`config.mk`:
```
export PLATFORM = sky130hd
export DESIGN_NAME = accel_axi_rrarb
export DESIGN_NICKNAME = d
export VERILOG_FILES = /design/src/rtl/accel_axi_rrarb.sv
export SDC_FILE = /design/constraint.sdc
export NUM_CORES = 1
export LEC_CHECK = 0
export BUFFER_PORTS_ARGS = -buffer_cell sky130_fd_sc_hd__buf_2
export CORE_AREA = 2 2 591 593
export DETAILED_ROUTE_END_ITERATION = 8
export DIE_AREA = 0 0 593 595
export PLACE_DENSITY = 0.3
export SLEW_MARGIN = 10
export SYNTH_ARGS = -nofsm -noshare
export SYNTH_HDL_FRONTEND = slang
export SYNTH_SLANG_ARGS = --single-unit
```
`constraint.sdc`:
```
create_clock -name i_clk -period 4.5 [get_ports i_clk]
set_input_delay 0.45 -clock i_clk [delete_from_list [all_inputs] [get_ports i_clk]]
set_output_delay 0.45 -clock i_clk [all_outputs]
set_load 0.01 [all_outputs]
```
`src/rtl/accel_axi_rrarb.sv`:
```
// N-master to 1-slave AXI4 arbiter: registered round-robin AR/AW grants, AW-ordered W routing,
// ID-suffix R/B routing, per-master outstanding caps. Optional QoS arbitration: ACCEL_AXI_RRARB_QOS_EN.
package accel_axi_rrarb_pkg;
  localparam int ADDR_BITS = 32;
  localparam int DATA_BITS = 64;
  localparam int ID_BITS   = 6;
  localparam int USER_BITS = 1;

  typedef struct packed {
    logic [ADDR_BITS-1:0] addr;
    logic [7:0]           len;
    logic [2:0]           size;
    logic [1:0]           burst;
    logic                 lock;
    logic [3:0]           cache;
    logic [2:0]           prot;
    logic [3:0]           region;
    logic [3:0]           qos;
  } axi4_metadata_type;

  typedef struct packed {
    logic                   aw_valid;
    axi4_metadata_type      aw_bits;
    logic [ID_BITS-1:0]     aw_id;
    logic [USER_BITS-1:0]   aw_user;
    logic                   w_valid;
    logic [DATA_BITS-1:0]   w_data;
    logic                   w_last;
    logic [DATA_BITS/8-1:0] w_strb;
    logic [USER_BITS-1:0]   w_user;
    logic                   b_ready;
    logic                   ar_valid;
    axi4_metadata_type      ar_bits;
    logic [ID_BITS-1:0]     ar_id;
    logic [USER_BITS-1:0]   ar_user;
    logic                   r_ready;
  } axi4_master_out_type;

  typedef struct packed {
    logic                 aw_ready;
    logic                 w_ready;
    logic                 b_valid;
    logic [1:0]           b_resp;
    logic [ID_BITS-1:0]   b_id;
    logic [USER_BITS-1:0] b_user;
    logic                 ar_ready;
    logic                 r_valid;
    logic [1:0]           r_resp;
    logic [DATA_BITS-1:0] r_data;
    logic                 r_last;
    logic [ID_BITS-1:0]   r_id;
    logic [USER_BITS-1:0] r_user;
  } axi4_master_in_type;

  typedef axi4_master_out_type axi4_slave_in_type;
  typedef axi4_master_in_type  axi4_slave_out_type;

  localparam axi4_master_in_type axi4_master_in_none = '0;
  localparam axi4_slave_in_type  axi4_slave_in_none  = '0;
endpackage

module accel_axi_rrarb_ch #(
  parameter int NMST = 4,
  parameter int IDX  = 2
) (
  input  logic            i_clk,
  input  logic            i_nrst,
  input  logic [NMST-1:0] req_i,
  input  logic [NMST-1:0] top_i,
  input  logic            hs_i,
  output logic            gnt_o,
  output logic [IDX-1:0]  idx_o
);
  typedef enum logic {ST_IDLE = 1'b0, ST_GRANT = 1'b1} arb_st_e;

  arb_st_e        st_q, st_d;
  logic [IDX-1:0] idx_q, idx_d, ptr_q, ptr_d, rr_idx, win_idx;
  logic           upd_q, upd_d, rr_found, win_found;

  // Descending scan so the last hit is the first requester at or after ptr
  function automatic logic [IDX:0] pick(input logic [NMST-1:0] req, input logic [IDX-1:0] ptr);
    logic [IDX:0] res;
    int k;
    res = '0;
    for (int i = NMST - 1; i >= 0; i--) begin
      k = (int'(ptr) + i) % NMST;
      if (req[k]) res = {1'b1, IDX'(k)};
    end
    return res;
  endfunction

  always_ff @(posedge i_clk or negedge i_nrst) begin
    if (!i_nrst) begin
      st_q <= ST_IDLE; idx_q <= '0; ptr_q <= '0; upd_q <= 1'b0;
    end else begin
      st_q <= st_d; idx_q <= idx_d; ptr_q <= ptr_d; upd_q <= upd_d;
    end
  end

  // rr_ptr advances only when the grant was the plain round-robin choice
  always_comb begin
    {rr_found, rr_idx}   = pick(req_i, ptr_q);
    {win_found, win_idx} = pick(top_i, ptr_q);
    st_d = st_q; idx_d = idx_q; ptr_d = ptr_q; upd_d = upd_q;
    case (st_q)
      ST_IDLE: begin
        if (rr_found && win_found) begin
          st_d = ST_GRANT; idx_d = win_idx; upd_d = (win_idx == rr_idx);
        end else begin
          st_d = ST_IDLE;
        end
      end
      ST_GRANT: begin
        if (hs_i) begin
          st_d  = ST_IDLE;
          ptr_d = upd_q ? IDX'((int'(idx_q) + 1) % NMST) : ptr_q;
        end else begin
          st_d = ST_GRANT;
        end
      end
      default: st_d = ST_IDLE;
    endcase
  end

  assign gnt_o = (st_q == ST_GRANT);
  assign idx_o = idx_q;
endmodule

module accel_axi_rrarb
  import accel_axi_rrarb_pkg::*;
#(
  parameter int NMST      = 4,
  parameter int WQ_DEPTH  = 4,
  parameter int MAX_OUTST = 8
) (
  input  logic                i_clk,
  input  logic                i_nrst,
  input  axi4_master_out_type i_xmsto [NMST],
  output axi4_master_in_type  o_xmsti [NMST],
  input  axi4_slave_out_type  i_xslvo,
  output axi4_slave_in_type   o_xslvi,
  output logic                o_busy
);
  localparam int IDX  = $clog2(NMST);
  localparam int CW   = $clog2(MAX_OUTST) + 1;
  localparam int QW   = $clog2(WQ_DEPTH);
  localparam int CNTW = QW + 1;

  logic               en_q;
  logic [CW-1:0]      rd_cnt_q [NMST], rd_cnt_d [NMST], wr_cnt_q [NMST], wr_cnt_d [NMST];
  logic [IDX-1:0]     wq_q [WQ_DEPTH];
  logic [QW-1:0]      wr_ptr_q, wr_ptr_d, rd_ptr_q, rd_ptr_d;
  logic [CNTW-1:0]    wq_cnt_q, wq_cnt_d;
  logic [NMST-1:0]    ar_req, aw_req, ar_top, aw_top, cnt_nz;
  logic               ar_gnt, aw_gnt, ar_hs, aw_hs, wq_full, wq_push, wq_pop;
  logic [IDX-1:0]     ar_idx, aw_idx, head, r_tgt, b_tgt;
  axi4_slave_in_type  xslvi;
  axi4_master_in_type xmsti [NMST];

  assign wq_full = (wq_cnt_q == CNTW'(WQ_DEPTH));
  assign head    = wq_q[rd_ptr_q];

  // Eligibility; with QoS enabled only the highest-qos eligible requesters compete
  always_comb begin
    for (int m = 0; m < NMST; m++) begin
      ar_req[m] = en_q && i_xmsto[m].ar_valid && (rd_cnt_q[m] < CW'(MAX_OUTST));
      aw_req[m] = en_q && i_xmsto[m].aw_valid && (wr_cnt_q[m] < CW'(MAX_OUTST)) && !wq_full;
    end
    ar_top = ar_req;
    aw_top = aw_req;
`ifdef ACCEL_AXI_RRARB_QOS_EN
    begin
      logic [3:0] ar_qm, aw_qm;
      ar_qm = 4'd0;
      aw_qm = 4'd0;
      for (int m = 0; m < NMST; m++) begin
        if (ar_req[m] && (i_xmsto[m].ar_bits.qos > ar_qm)) ar_qm = i_xmsto[m].ar_bits.qos;
        else ar_qm = ar_qm;
        if (aw_req[m] && (i_xmsto[m].aw_bits.qos > aw_qm)) aw_qm = i_xmsto[m].aw_bits.qos;
        else aw_qm = aw_qm;
      end
      for (int m = 0; m < NMST; m++) begin
        ar_top[m] = ar_req[m] && (i_xmsto[m].ar_bits.qos == ar_qm);
        aw_top[m] = aw_req[m] && (i_xmsto[m].aw_bits.qos == aw_qm);
      end
    end
`endif
  end

  accel_axi_rrarb_ch #(.NMST(NMST), .IDX(IDX)) u_ar (
    .i_clk(i_clk), .i_nrst(i_nrst), .req_i(ar_req), .top_i(ar_top),
    .hs_i(ar_hs), .gnt_o(ar_gnt), .idx_o(ar_idx));
  accel_axi_rrarb_ch #(.NMST(NMST), .IDX(IDX)) u_aw (
    .i_clk(i_clk), .i_nrst(i_nrst), .req_i(aw_req), .top_i(aw_top),
    .hs_i(aw_hs), .gnt_o(aw_gnt), .idx_o(aw_idx));

  // Forward granted AR/AW, queue-head W; route R/B by the low ID bits
  always_comb begin
    xslvi = axi4_slave_in_none;
    for (int m = 0; m < NMST; m++) xmsti[m] = axi4_master_in_none;
    r_tgt = i_xslvo.r_id[IDX-1:0];
    b_tgt = i_xslvo.b_id[IDX-1:0];
    if (en_q) begin
      if (ar_gnt) begin
        xslvi.ar_valid = i_xmsto[ar_idx].ar_valid;
        xslvi.ar_bits  = i_xmsto[ar_idx].ar_bits;
        xslvi.ar_id    = {i_xmsto[ar_idx].ar_id[ID_BITS-IDX-1:0], ar_idx};
        xslvi.ar_user  = i_xmsto[ar_idx].ar_user;
        xmsti[ar_idx].ar_ready = i_xslvo.ar_ready;
      end else begin
        xslvi.ar_valid = 1'b0;
      end
      if (aw_gnt) begin
        xslvi.aw_valid = i_xmsto[aw_idx].aw_valid;
        xslvi.aw_bits  = i_xmsto[aw_idx].aw_bits;
        xslvi.aw_id    = {i_xmsto[aw_idx].aw_id[ID_BITS-IDX-1:0], aw_idx};
        xslvi.aw_user  = i_xmsto[aw_idx].aw_user;
        xmsti[aw_idx].aw_ready = i_xslvo.aw_ready;
      end else begin
        xslvi.aw_valid = 1'b0;
      end
      if (wq_cnt_q != '0) begin
        xslvi.w_valid = i_xmsto[head].w_valid;
        xslvi.w_data  = i_xmsto[head].w_data;
        xslvi.w_last  = i_xmsto[head].w_last;
        xslvi.w_strb  = i_xmsto[head].w_strb;
        xslvi.w_user  = i_xmsto[head].w_user;
        xmsti[head].w_ready = i_xslvo.w_ready;
      end else begin
        xslvi.w_valid = 1'b0;
      end
      if (int'(r_tgt) < NMST) begin
        xmsti[r_tgt].r_valid = i_xslvo.r_valid;
        xmsti[r_tgt].r_resp  = i_xslvo.r_resp;
        xmsti[r_tgt].r_data  = i_xslvo.r_data;
        xmsti[r_tgt].r_last  = i_xslvo.r_last;
        xmsti[r_tgt].r_id    = i_xslvo.r_id >> IDX;
        xmsti[r_tgt].r_user  = i_xslvo.r_user;
        xslvi.r_ready = i_xmsto[r_tgt].r_ready;
      end else begin
        xslvi.r_ready = 1'b1;
      end
      if (int'(b_tgt) < NMST) begin
        xmsti[b_tgt].b_valid = i_xslvo.b_valid;
        xmsti[b_tgt].b_resp  = i_xslvo.b_resp;
        xmsti[b_tgt].b_id    = i_xslvo.b_id >> IDX;
        xmsti[b_tgt].b_user  = i_xslvo.b_user;
        xslvi.b_ready = i_xmsto[b_tgt].b_ready;
      end else begin
        xslvi.b_ready = 1'b1;
      end
    end else begin
      xslvi = axi4_slave_in_none;
    end
  end

  assign ar_hs  = xslvi.ar_valid && i_xslvo.ar_ready;
  assign aw_hs  = xslvi.aw_valid && i_xslvo.aw_ready;
  assign wq_pop = xslvi.w_valid && i_xslvo.w_ready && xslvi.w_last;

  // Saturating outstanding counters; simultaneous inc and dec cancel
  always_comb begin
    for (int m = 0; m < NMST; m++) begin
      logic rd_inc, rd_dec, wr_inc, wr_dec;
      rd_inc = ar_hs && (int'(ar_idx) == m);
      rd_dec = xmsti[m].r_valid && i_xmsto[m].r_ready && xmsti[m].r_last;
      wr_inc = aw_hs && (int'(aw_idx) == m);
      wr_dec = xmsti[m].b_valid && i_xmsto[m].b_ready;
      if (rd_inc && !rd_dec && (rd_cnt_q[m] != CW'(MAX_OUTST))) rd_cnt_d[m] = rd_cnt_q[m] + CW'(1);
      else if (rd_dec && !rd_inc && (rd_cnt_q[m] != '0))        rd_cnt_d[m] = rd_cnt_q[m] - CW'(1);
      else                                                      rd_cnt_d[m] = rd_cnt_q[m];
      if (wr_inc && !wr_dec && (wr_cnt_q[m] != CW'(MAX_OUTST))) wr_cnt_d[m] = wr_cnt_q[m] + CW'(1);
      else if (wr_dec && !wr_inc && (wr_cnt_q[m] != '0))        wr_cnt_d[m] = wr_cnt_q[m] - CW'(1);
      else                                                      wr_cnt_d[m] = wr_cnt_q[m];
      cnt_nz[m] = (rd_cnt_q[m] != '0) || (wr_cnt_q[m] != '0);
    end
  end

  // W-order queue pointers; a pop frees the slot a same-cycle push may take
  always_comb begin
    wq_push  = aw_hs && (!wq_full || wq_pop);
    wr_ptr_d = wq_push ? wr_ptr_q + QW'(1) : wr_ptr_q;
    rd_ptr_d = wq_pop ? rd_ptr_q + QW'(1) : rd_ptr_q;
    wq_cnt_d = wq_cnt_q + CNTW'(wq_push) - CNTW'(wq_pop);
  end

  always_ff @(posedge i_clk or negedge i_nrst) begin
    if (!i_nrst) begin
      en_q <= 1'b0; wr_ptr_q <= '0; rd_ptr_q <= '0; wq_cnt_q <= '0;
      for (int i = 0; i < WQ_DEPTH; i++) wq_q[i] <= '0;
      for (int m = 0; m < NMST; m++) begin
        rd_cnt_q[m] <= '0; wr_cnt_q[m] <= '0;
      end
    end else begin
      en_q <= 1'b1; wr_ptr_q <= wr_ptr_d; rd_ptr_q <= rd_ptr_d; wq_cnt_q <= wq_cnt_d;
      if (wq_push) wq_q[wr_ptr_q] <= aw_idx;
      for (int m = 0; m < NMST; m++) begin
        rd_cnt_q[m] <= rd_cnt_d[m]; wr_cnt_q[m] <= wr_cnt_d[m];
      end
    end
  end

  assign o_xslvi = xslvi;
  assign o_xmsti = xmsti;
  assign o_busy  = ar_gnt || aw_gnt || (wq_cnt_q != '0) || (|cnt_nz);
endmodule

```
; ---- After elaboration in Yosys (flattened, before gate mapping)
; Index checks and enable logic that the tools add are counted.
[op_classes]
bitwise_logic = 16
n_reduce_logical = 138
addsub = 28
n_lt_le_gt_ge = 29
muxes = 126
n_eq_ne = 15
[op_table]
columns = cell, n
row1 = $bwmux W352, 12
row2 = $mux W352, 8
row3 = $demux W88 S2, 13
row4 = $bmux W215 S2, 5
row5 = $mux W215, 3
row6 = $and A352 B352 Y352, 1
row7 = $mux W146, 2
row8 = $mux W74, 2
row9 = $mux W71, 2
row10 = $mux W70, 2
row11 = $mux W68, 2
row12 = $mux W88, 1
row13 = $mux W87, 1
row14 = $mux W86, 1
row15 = $mux W85, 1
row16 = $logic_and A1 B1 Y1, 83
row17 = $mux W83, 1
row18 = $mux W77, 1
row19 = $mux W76, 1
row20 = $mux W75, 1
row21 = $mux W72, 1
row22 = $mux W4, 16
row23 = $add A4 B1 Y4 const B, 8
row24 = $lt A4 B4 Y1 const B, 8
row25 = 36 further kinds, 176
[totals]
output_inout_bits = 568
inputBits = 950
word_cells = 376
register_bits = 60

; ---- Longest topological paths before layout
[depth]
ltp_word = 32
ltp_mapped = 16
ltp_nobuf = 12

; ---- Hierarchy
; Synthesis repeated with hierarchy kept, for this count alone.
[hier_totals]
cells_unflattened = 1473
hier_area_um2 = 12787.3
[by_module_without_submodules]
columns = mod, seq_area_each_um2, cells_each, area_each_um2, instances
row1 = accel_axi_rrarb, 1201.2, 1379, 11951.5, 1
row2 = accel_axi_rrarb_ch, 150.1, 47, 417.9, 2

; ---- Least setup slack after synthesis
; No wires, ideal clock.
[synth_path]
path_type = register to register
from = register u_aw.idx_q[0] (netlist: u_aw.idx_o[0])
to = register wr_cnt_q[7] (netlist bit)
n_path_buf = 5
path_stages_with_launch = 17
t_required_ps = 4423
path_slack_ps = 1070
period_less_slack_ps = 3430
setup_time_ps = 77
arrival_time_ps = 3353
path_cell_list = dfrtp_1 buf_6 buf_2 buf_1 clkbuf_1 inv_1 ha_1 and2_4 buf_6 o211ai_1 ha_1 a21o_1 a21oi_1 nand3_1 nor3b_1 a211oi_1 a21oi_1
[synth_via]
elab_chain_len = 25
word_cells_on_any_way = 37
classes_between = eq/ne: 1 / mux: 25 / bitwise: 1 / reduce/logical: 10
[synth_rtl]
columns = item, line_no
row1 = "start, declared", 77  ; logic [IDX-1:0] idx_q, idx_d, ptr_q, ptr_d, rr_idx, win_idx;
row2 = "start signal, assigned", 96  ; st_q <= st_d; idx_q <= idx_d; ptr_q <= ptr_d; upd_q <= upd_d;
row3 = $not A2 Y3 (implied by the code), "214, 218"
row4 = $demux W88 S2, 218  ; xmsti[aw_idx].aw_ready = i_xslvo.aw_ready;
row5 = $bwmux W352, 218
row6 = $mux W352, 213  ; if (aw_gnt) begin
row7 = $mux W352, 203  ; if (en_q) begin
row8 = $bwmux W352, 228  ; xmsti[head].w_ready = i_xslvo.w_ready;
row9 = $mux W352, 222  ; if (wq_cnt_q != '0) begin
row10 = $mux W352, 203
row11 = [... 8 more ...], n/a
row12 = $bwmux W352, 245  ; xmsti[b_tgt].b_resp = i_xslvo.b_resp;
row13 = $bwmux W352, 246  ; xmsti[b_tgt].b_id = i_xslvo.b_id >> IDX;
row14 = $bwmux W352, 247  ; xmsti[b_tgt].b_user = i_xslvo.b_user;
row15 = $mux W352, 203
row16 = $logic_and A1 B1 Y1, 268  ; wr_dec = xmsti[m].b_valid && i_xmsto[m].b_ready;
row17 = $logic_not A1 Y1, 272  ; if (wr_inc && !wr_dec && (wr_cnt_q[m] != CW'(MAX_OUTST))) wr_cnt_d[m] = wr_cnt_q[m] + CW'(1);
row18 = $logic_and A1 B1 Y1 (2 in a row), 272
row19 = $mux W4 or $reduce_bool A2 Y1 (tied branches), n/a
row20 = "end signal, assigned by index", 298  ; rd_cnt_q[m] <= rd_cnt_d[m]; wr_cnt_q[m] <= wr_cnt_d[m];
row21 = "end, declared", 150  ; logic [CW-1:0] rd_cnt_q [NMST], rd_cnt_d [NMST], wr_cnt_q [NMST], wr_cnt_d [NMST];
; Parallel ways exist; a longest one is shown, timed or not. The select of a mux whose other input is x is not followed.
; A chain may end at the register's enable or synchronous reset.

; ---- Worst setup path after layout
[layout_path]
from = register en_q
to = register wq_cnt_q[2]
[layout_via]
elab_chain_len = 7
word_cells_on_any_way = 8
classes_between = add/sub: 2 / mux: 1 / reduce/logical: 5
[layout_rtl]
columns = item, line_no
row1 = "start, declared", 149  ; logic en_q;
row2 = "start signal, assigned", 289  ; en_q <= 1'b0; wr_ptr_q <= '0; rd_ptr_q <= '0; wq_cnt_q <= '0;
row3 = "start signal, assigned", 295  ; en_q <= 1'b1; wr_ptr_q <= wr_ptr_d; rd_ptr_q <= rd_ptr_d; wq_cnt_q <= wq_cnt_d;
row4 = $mux W215 *, 203
row5 = $logic_and A1 B1 Y1 (2 in a row), 259  ; assign wq_pop = xslvi.w_valid && i_xslvo.w_ready && xslvi.w_last;
row6 = $logic_or A1 B1 Y1, 281  ; wq_push = aw_hs && (!wq_full || wq_pop);
row7 = $logic_and A1 B1 Y1, 281
row8 = $add A3 B1 Y3, 284  ; wq_cnt_d = wq_cnt_q + CNTW'(wq_push) - CNTW'(wq_pop);
row9 = $sub A3 B1 Y3 *, 284
row10 = named net wq_cnt_d[2], 153  ; logic [CNTW-1:0] wq_cnt_q, wq_cnt_d;
row11 = "end signal, assigned", 289
row12 = "end signal, assigned", 295
row13 = "end, declared", 153
; The timed path passes the listed nets; every way through them passes the cells marked *.

==> impl_metrics.json <==
{
  "start_util_pct": 3.68,
  "die_area_um2": 353000,
  "clock_sinks": 60,
  "core_area_um2": 347000,
  "setup_viol": 0,
  "io_pins": 1518,
  "synthMuxAreaShare_pct": 39.0,
  "crit_arrival_ps": 3890,
  "overflow": 0,
  "crit_fanout": 15,
  "grt_pass1_wl_mm": 282,
  "grt_usage_pct": 13.1,
  "clock-root-buffer": "clkbuf_16",
  "cts_buffers": 9,
  "finalSetupTns_ps": 0,
  "synth.yosys.warnings": 0,
  "synthSimpleGateAreaFrac_pct": 31.4,
  "port_buffers": 1485,
  "r2r_slack_ps": 870,
  "rsz0062_at_grt": "false",
  "ctsResizeCount": 0,
  "gp_congestion": 0.950,
  "synthCells": 1495,
  "dp_slack_ps": 813,
  "synth.distinct_cells": 59,
  "synth-edff-count": 0,
  "stdcell_count": 7577,
  "totalWireLength_mm": 243,
  "critPathCaptureType": "flop",
  "area_delta_synth_final_pct": 105,
  "peakVddDrop_v": 0.000545,
  "drc_errors": 0,
  "power_density_nw_per_um2": 471,
  "postLayoutCellArea_um2": 26200,
  "fin_nets": 3864,
  "max_cap_viol_count": 0,
  "drt_iter0_drc": 1812,
  "ys.flop_type": "dfrtp_1",
  "max_clock_freq_mhz": 275,
  "crit_chain": "clkinv_1 > nor2_4 > nand3b_1 > o21bai_1 > a31oi_1 > inv_1 > ha_1 > inv_1 > ha_1 > fa_1 > xnor2_1",
  "drv_slew": 0,
  "avgSynthCellArea_um2": 8.54,
  "min_path_type": "input port to asynchronous set/reset pin",
  "grt_max_degree": 96,
  "dp_hpwl_mm": 226,
  "syn_area_um2": 12800,
  "clk_path_buf_depth": 2,
  "worstPathRequired_ps": 4760,
  "slowest_stage": "nor2_4",
  "p_leak_nw": 11.5,
  "r2r-end": "wq_cnt_q[2]",
  "min_period_ps": 3630,
  "post_cts_buffers": 0,
  "holdBufCountCts": 0,
  "routed_via_density": 2.74,
  "reg2reg_depth": 11,
  "violations": "antenna violations",
  "synth_compound_area_share_pct": 6.02,
  "start_kind": "flop",
  "synth_top_family_by_area": "multiplexers",
  "routedWlPerCell_um": 32.1,
  "async_flop_share_pct": 100,
  "clk_pin_slew_worst_paths_ps": 60,
  "vias": 20700,
  "ant_nets": 1,
  "ys_seq_elements": 60,
  "fin_ws_ps": 870,
  "grt_pass1_vias": 19700,
  "max_stage_delay_ps": 570,
  "die_h_um": 595,
  "cts_max_level": 3,
  "cts_tree": "yes",
  "criticalPathCategory": "flop to flop",
  "hold_viol": 0,
  "antenna_found_initial": 341,
  "synth.yosys.seq_area_share_pct": 11.8,
  "synth_adder_area_share_pct": 4.35,
  "synth-xor-area-share_pct": 1.17,
  "firstDrtPassIters": 5,
  "worstSkewPairLatency_ps": 360,
  "rows": 217,
  "layout-drive-gt1-share_pct": 61.5,
  "post_dp_cell_area_um2": 25600,
  "slew_headroom_pct": 23.1,
  "final.setup_skew_ps": 11.0,
  "finalCritPeriodShare_pct": 80.7,
  "dp_cells": 7463,
  "r2r_start": "en_q",
  "worstMarginPinSlew_ps": 1150,
  "die_width_um": 593,
  "status": "finished, violations left"
}
worst max-delay path, delay by kind of cell (launching register included):
kind / cells / cell delay [ps]
simple gates: 2 / 780
compound gates: 2 / 730
buf+inv: 3 / 470
fa+ha+maj: 3 / 910
xor+xnor: 1 / 190
flops: 1 / 420
cells by family after synthesis:
| family | count (synthesis) |
|---|---|
| AO/OA/AOI/OAI | 118 |
| XOR/XNOR | 17 |
| adder cells (fa/ha/maj) | 39 |
| buffers and inverters | 185 |
| flip-flops | 60 |
| multiplexers | 230 |
| other | 2 |
| AND/OR/NAND/NOR | 844 |
registers in the layout, summed over array words and instances, names as in the netlist:
signal / count
u_aw.idx_o: 2
u_ar.gnt_o: 1
rd_ptr_q: 2
u_ar.ptr_q: 2
u_ar.upd_q: 1
wr_ptr_q: 2
wq_q: 8
u_ar.idx_o: 2
en_q: 1
u_aw.gnt_o: 1
wr_cnt_q: 16
u_aw.ptr_q: 2
rd_cnt_q: 16
wq_cnt_q: 3
u_aw.upd_q: 1
cells in the mapped netlist (10+ instances only):
master	instances	area, µm²
buf_1	14	52.6
and3_1	81	507
buf_4	17	128
and2_1	154	963
a21o_1	10	75.1
mux4_2	212	4770
nand3_1	38	190
nor3_1	24	120
nand4_1	11	68.8
ha_1	30	375
xnor2_1	12	105
nand2b_1	14	87.6
o21ai_0	22	110
nand2_1	128	480
clkbuf_1	110	413
a21oi_1	38	190
buf_2	13	65.1
nor2_1	359	1350
inv_1	27	101
dfrtp_1	60	1500
cells in the final DEF, fill, tap and decap left out, types with 7 or more instances in the layout:
master / instances
ha_1: 30
mux2_2: 8
xnor2_1: 12
conb_1: 17
and2_1: 152
inv_1: 27
and3_1: 81
nand4_1: 11
nor3_1: 24
mux4_2: 211
nand3_1: 38
diode_2: 98
a21oi_1: 38
o21ai_0: 22
a31oi_1: 9
buf_4: 22
a21o_1: 10
nor4_1: 7
fa_1: 9
o221ai_1: 8
mux2i_1: 8
nand2b_1: 12
dfrtp_1: 54
nand2_1: 127
buf_2: 1485
clkbuf_16: 9
nor2_1: 358
routing by layer:
layer / track usage, % / routed length, µm / up-vias
met4: 3.34 / 8150 / 144
met1: 14.5 / 91700 / 9949
met2: 21.4 / 110000 / 1827
met5: 0 / 976 / -
li1: - / - / 8268
met3: 7.30 / 32200 / 549
stage by stage:
stage                     util (%)  hold WS (ps)  total power, mW
after floorplan                  -           154             6.56
after global placement        7.38           457             11.8
after detailed placement      7.38           455             11.8
after CTS                     7.47           182             12.7
after global routing          7.50           200             13.2
final                         7.54           166             12.3
power breakdown:
group,internal (mW),switching [mW]
combinational,4.05,6.29
clock,0.488,0.302
sequential,0.808,0.406
area by class of cell:
cell class	instances	area, µm²
clock buffer	9	225
sequential	60	1520
tap	4599	5750
timing repair buffer	1511	7680
multi-input combinational	1265	10600
clock inverter	7	98.8
inverter	28	105
antenna	98	245
fill	41100	321000
worst max-delay path by stage:
stage               slack (ps)  cells past startpoint     endpoint          start
floorplan                 1070                     16  wr_cnt_q[7]  u_aw.idx_o[0]
CTS                        780                     11  wq_cnt_q[2]           en_q
detailed placement         810                     11  wq_cnt_q[2]           en_q
finish                     870                     11  wq_cnt_q[2]           en_q
global route               520                     11  wq_cnt_q[2]           en_q
global placement           780                     11  wq_cnt_q[2]           en_q
(Power assumes the default switching activity.)
